<file path="src/rtl/seq_add.sv">
// Bit-serial adder/subtractor: consumes CHUNK bits per cycle, so a result takes
// WIDTH/CHUNK cycles. Valid/ready handshake on both sides; one operation in flight.
module seq_add #(
    parameter int WIDTH = 8,
    parameter int CHUNK = 2
) (
    input  logic             clk,
    input  logic             rst,
    input  logic             in_valid,
    output logic             in_ready,
    input  logic [WIDTH-1:0] num1,
    input  logic [WIDTH-1:0] num2,
    input  logic             sub,
    output logic [WIDTH-1:0] out,
    output logic             cout,
    output logic             overflow,
    output logic             out_valid,
    input  logic             out_ready
);

    localparam int STEPS = WIDTH / CHUNK;
    localparam int IW    = (STEPS > 1) ? $clog2(STEPS) : 1;

    typedef enum logic [1:0] {IDLE, RUN, DONE} state_t;

    state_t           state, state_nxt;
    logic [WIDTH-1:0] opa, opb, acc, acc_nxt;
    logic             carry;
    logic [IW-1:0]    idx;
    logic [CHUNK-1:0] ca, cb;
    logic [CHUNK:0]   csum;
    logic             last;
    logic             msb_cin;
    int               base;

    always_ff @(posedge clk) begin
        if (rst) state <= IDLE;
        else     state <= state_nxt;
    end

    always_comb begin
        state_nxt = state;
        in_ready  = 1'b0;
        out_valid = 1'b0;
        case (state)
            IDLE: begin
                in_ready = 1'b1;
                if (in_valid) state_nxt = RUN;
            end
            RUN:  if (last) state_nxt = DONE;
            DONE: begin
                out_valid = 1'b1;
                if (out_ready) state_nxt = IDLE;
            end
            default: state_nxt = IDLE;
        endcase
    end

    // One chunk of the ripple per cycle; acc_nxt is the partial sum including this chunk.
    always_comb begin
        base    = int'(idx) * CHUNK;
        ca      = opa[base +: CHUNK];
        cb      = opb[base +: CHUNK];
        csum    = {1'b0, ca} + {1'b0, cb} + (CHUNK+1)'(carry);
        last    = (idx == IW'(STEPS - 1));
        acc_nxt = acc;
        acc_nxt[base +: CHUNK] = csum[CHUNK-1:0];
        // Sum MSB = a ^ b ^ cin, so the carry into the MSB falls out of the final sum bit.
        msb_cin = opa[WIDTH-1] ^ opb[WIDTH-1] ^ acc_nxt[WIDTH-1];
    end

    always_ff @(posedge clk) begin
        if (rst) begin
            opa      <= '0;
            opb      <= '0;
            acc      <= '0;
            carry    <= 1'b0;
            idx      <= '0;
            out      <= '0;
            cout     <= 1'b0;
            overflow <= 1'b0;
        end else begin
            case (state)
                IDLE: if (in_valid) begin
                    opa   <= num1;
                    opb   <= sub ? ~num2 : num2;
                    carry <= sub;
                    idx   <= '0;
                    acc   <= '0;
                end
                RUN: begin
                    acc   <= acc_nxt;
                    carry <= csum[CHUNK];
                    idx   <= idx + IW'(1);
                    if (last) begin
                        out      <= acc_nxt;
                        cout     <= csum[CHUNK];
                        overflow <= msb_cin ^ csum[CHUNK];
                    end
                end
                default: ;
            endcase
        end
    end

endmodule

</file>
<file path="config.mk">
export PLATFORM = sky130hd
export DESIGN_NAME = seq_add
export DESIGN_NICKNAME = d
export VERILOG_FILES = /design/src/rtl/seq_add.sv
export SDC_FILE = /design/constraint.sdc
export NUM_CORES = 1
export LEC_CHECK = 0
export ABC_AREA = 1
export CORE_MARGIN = 2
export CORE_UTILIZATION = 47
export CTS_CLUSTER_SIZE = 40
export DETAILED_ROUTE_END_ITERATION = 7
export GPL_ROUTABILITY_DRIVEN = 0
export HOLD_SLACK_MARGIN = 0.15
export PLACE_DENSITY_LB_ADDON = 0.12
export SETUP_SLACK_MARGIN = 0.15
export SYNTH_ARGS = -nofsm -noshare
export SYNTH_HDL_FRONTEND = slang
export SYNTH_SLANG_ARGS = --single-unit
</file>
<file path="constraint.sdc">
create_clock -name clk -period 2.4 [get_ports clk]
set_input_delay 0.48 -clock clk [delete_from_list [all_inputs] [get_ports clk]]
set_output_delay 0.48 -clock clk [all_outputs]
set_load 0.05 [all_outputs]
</file>
# Word level (Yosys, flattened, before mapping)
# Index checks and enable logic that the tools add are counted.
# totals
regBits	39
out_inout_bits	12
# classes
n_addsub	4
eq_ne	6
n_shift	4
muxes	14
n_bitwise	4
n_reduce_logical	6
# op_table
cell	count
3-bit negator with 33-bit output	1
2-bit by 33-bit variable shift with 8-bit output (first input constant)	1
2-bit by 33-bit variable part select with 8-bit output	1
8-bit 2-to-1 mux	2
8-bit case mux with 2 select lines	1
8-bit by 4-bit variable part select with 2-bit output	2
8-bit bitwise mux	1
2-bit 2-to-1 mux	4
8-bit inverter	1
2-bit != test (second input constant)	3
2-bit case mux with 3 select lines	1
2-bit AND reduction	3
2-bit == test (second input constant)	2
2-bit case mux with 2 select lines	1
2-bit by 2-bit adder with 3-bit output	1
3-bit by 1-bit adder with 3-bit output	1
1-bit 2-to-1 mux	3
3-bit AND reduction	1
1-bit bitwise XOR	3
2-bit by 1-bit adder with 2-bit output (second input constant)	1
2-bit by 1-bit == test with 1-bit output (second input constant)	1
2-bit zero test	1
1-bit case mux with 2 select lines	1
2-bit nonzero test	1

# Longest topological paths before layout
# Gate-level depths: netlist of the first run.
# depth
ltp_word	7
ltp_mapped	14
mapped_depth_nobuf	13

# Worst setup path before layout of the first run
# OpenSTA, ideal clock, no wires.
# synth_timing
kind	reg2reg
from	reg idx[0]
to	reg overflow
arrival_time_ns	2.272
required_time_ns	2.282
slack_ns	0.011
stages_incl_launch_ff	14
path_cell_list	dfxtp_1 inv_2 buf_4 o21ai_0 o22ai_1 fa_1 inv_1 fa_1 nor2_1 nand3_1 nand2_1 nor2_1 nor2_1 nor2_1
# synth_via
elab_chain_cells	7
elab_cells_between_ends	12
# synth_lines
item	line	rtl
from (decl)	29	logic [IW-1:0] idx;
from (signal assigned)	94	idx <= idx + IW'(1);
8-bit by 4-bit variable part select with 2-bit output (on tied branches)	62, 63	
2-bit by 2-bit adder with 3-bit output	64	csum = {1'b0, ca} + {1'b0, cb} + (CHUNK+1)'(carry);
3-bit by 1-bit adder with 3-bit output	64	
2-bit by 33-bit variable part select with 8-bit output	67	acc_nxt[base +: CHUNK] = csum[CHUNK-1:0];
8-bit bitwise mux	67	
1-bit bitwise XOR	69	msb_cin = opa[WIDTH-1] ^ opb[WIDTH-1] ^ acc_nxt[WIDTH-1];
1-bit bitwise XOR	98	overflow <= msb_cin ^ csum[CHUNK];
to (signal assigned)	98	
to (decl)	16	output logic overflow,
# Parallel ways exist; a longest one is shown, timed or not.
# A chain may end at the register's enable or synchronous reset.

# Final worst setup path of the first run
# Ends and elaborated chain as after synthesis.

==> results of run 1 <==
[where the power goes]
group | switching (mW) | leakage [nW] | internal (mW)
clock network | 0.210 | 0.0383 | 0.200
logic | 0.181 | 0.666 | 0.140
registers | 0.0234 | 0.320 | 0.680
total | 0.415 | 1.02 | 1.02
[cell type report]
cell class / count / area (µm²)
Multi-Input combinational cell: 178 / 1040
Sequential cell: 39 / 786
Timing Repair Buffer: 42 / 403
Fill cell: 366 / 1540
Tap cell: 50 / 62.6
Clock buffer: 7 / 76.3
Inverter: 30 / 118
[logic make-up after synthesis]
family,share of synthesized area (%)
AO/OA/AOI/OAI,20.7
XOR/XNOR,3.52
buffers and inverters,10.8
flip-flops,39.2
AND/OR/NAND/NOR,20.0
adder cells (fa/ha/maj),5.78
[metrics by stage]
step	hold slack, ns	std cells	area [µm²]
floorplan	0.425	260	2010
finish	0.469	346	2480
global route	0.495	346	2480
global placement	0.454	335	2330
CTS	0.471	345	2430
detailed placement	0.460	335	2330
[how the worst max path moves through the flow]
stage | endpoint | slack [ns] | cells after the start
after floorplan | overflow$_SDFFE_PP0P_ | 0.18 | 13
after global placement | acc[3]$_SDFFE_PP0P_ | 0.20 | 11
after detailed placement | acc[3]$_SDFFE_PP0P_ | 0.12 | 11
after CTS | overflow$_SDFFE_PP0P_ | 0.15 | 12
after global routing | acc[3]$_SDFFE_PP0P_ | 0.07 | 11
final | overflow$_SDFFE_PP0P_ | 0.20 | 13
[state kept, by name (all words and copies together), names as in the netlist]
register  cells
acc           8
opa           8
opb           8
out           8
idx           2
state         2
carry         1
cout          1
overflow      1
[critical path, cell delays in order (launching register included)]
cell and delay, ns:
dfxtp_4 0.37, buf_4 0.16, nor2_4 0.08, o22ai_2 0.08
fa_2 0.39, inv_2 0.06, fa_1 0.41, nor2_2 0.16
nand3_1 0.10, nand2_2 0.09, nand2_1 0.06, nand2_1 0.06
nor2_1 0.05, nor2_1 0.07
[layer usage]
metal  share of wire (%)  GRT usage, %  wire (µm)
met1                  47          22.0       1930
met2                  49          30.2       2000
met3                 3.1          3.51        128
met4                0.66          5.88         27
met5                   0             0          0
[cells in the mapped netlist (2+ instances only)]
cell      instances  area, µm²
a211oi_2          6       75.1
a21oi_1          18       90.1
buf_2             5       25.0
buf_4             3       22.5
clkbuf_1          2       7.51
dfxtp_1          39        781
fa_1              2       40.0
ha_1              6       75.1
inv_1            27        101
inv_2             2       7.51
nand2_1          47        176
nand2_4           2       22.5
nand3_1           5       25.0
nand4_1           3       18.8
nor2_1           35        131
nor2_2            2       12.5
o21a_1            8       60.1
o21ai_0          27        135
o21ai_1           3       15.0
o22ai_1           4       25.0
xnor2_1           6       52.6
xor2_1            2       17.5
[what timing repair did]
item	in CTS	in global routing
setup buffers	3	1
setup endpoints to repair	4	7
gates resized for setup	3	18
pin swaps	2	10
==> flow_summary.yaml, run 1 <==
worst_setup_path:
  r2r_setup_slack_ns: 0.20
  start_kind: "flip-flop"
  criticalPathCategory: "flip-flop to flip-flop"
  rr_worst_depth: 13
  crit_path_end_kind: "flip-flop"
  reg2reg_to: "overflow$_SDFFE_PP0P_"
  crit_start: "idx[0]$_SDFFE_PP0P_"
  worstPathArrival_ns: 2.42
  reg2reg_from: "idx[0]$_SDFFE_PP0P_"
  required_ns: 2.62
  cp_max_fo: 6
routing:
  routedWlPerCell_um: 11.8
  num_vias: 1686
  drt-total-wl_mm: 4.09
  drc: 0
  ant_nets: 0
  drt-vias-per-instance: 4.87
  drt_pass1_iterations: 4
  drt-initial-drc-count: 89
global_route:
  grt_use_total_pct: 17.6
  antenna_found_initial: 0
  grt_pass1_vias: 1532
  grt_pass1_wl_mm: 6.87
  grt_max_degree: 22
  grt_overflow: 0
floorplan:
  start_util_pct: 49.4
  core_region_area_mm2: 0.00403
  die_y_um: 69.1
  rows: 23
  pin_count: 33
  die_w_um: 69.1
  die_area_mm2: 0.00477
clock_network:
  cts_max_path_buffers: 2
  cts_root_buf: "clkbuf_8"
  htree_num_levels: 2
  ctsHoldBuffers: 0
  cts_made_buffers: 5
  clkLatencyLatePin_ns: 0.28
  cts.sinks: 39
  cts_tree: "done"
  path_clk_slew_ns: 0.08
min_path:
  hold_depth: 2
  hold_path_class: "flip-flop to flip-flop"
  min_from: "cout$_SDFFE_PP0P_"
  holdPathEnd: "cout$_SDFFE_PP0P_"
timing:
  max_freq_mhz: 454
  fin_skew_ns: 0.00675
  setup_violations: 0
  fin_crit_sh_pct: 91.7
  fin_crit_ns: 2.20
  grt_setup_unrepaired: "yes"
  slew_violations: 0
  slew_headroom_pct: 61.2
  worst_slew_pin_slew_ns: 0.581
  finalSetupTns_ns: 0
  fin_ws_ns: 0.199
  finalHoldViolCount: 0
yosys:
  syn_area_mm2: 0.00199
  ys_types: 28
  syn_area_per_cell_um2: 7.66
  netlist_instances: 260
  ys_seq_area_share_pct: 39.2
  ys_async_sr_fraction_pct: 0
  yosysWarningCount: 0
  synth-edff-count: 0
  ys.flop_type: "dfxtp_1"
  synth_seq_cells: 39
  syn_nets: 289
final_layout:
  nets: 325
  final_layout_size_suffix_gt1_share_pct: 15.2
  utilization_pct: 61.7
  syn_to_final_growth_pct: 24.7
  antenna_cells: 0
  final_common_cell: "nand2_1"
  layout_common_cells: "nand2_1 (46), dfxtp_1 (37), clkdlybuf4s50_1 (32)"
power:
  p_per_area_mw_per_mm2: 577
  ir_drop_mv: 0.322
  leakagePower_nw: 1.02
  finalPower_mw: 1.43
job:
  drv_cap: 0
place:
  io_buffer_count: 32
  place_worst_setup_slack_ns: 0.117
  dp_hpwl_mm: 2.88
outcome:
  outcome: "finished clean"
Power figures use the tool's default switching activity.
==> run 2, diff against run 1 <==
--- a/config.mk
+++ b/config.mk
@@ -10,7 +10,6 @@
 export CORE_UTILIZATION = 47
 export CTS_CLUSTER_SIZE = 40
 export DETAILED_ROUTE_END_ITERATION = 7
-export GPL_ROUTABILITY_DRIVEN = 0
 export HOLD_SLACK_MARGIN = 0.15
 export PLACE_DENSITY_LB_ADDON = 0.12
 export SETUP_SLACK_MARGIN = 0.15
==> results of run 2 <==
The final DEF is identical to that of run 1; final timing and power are the same.
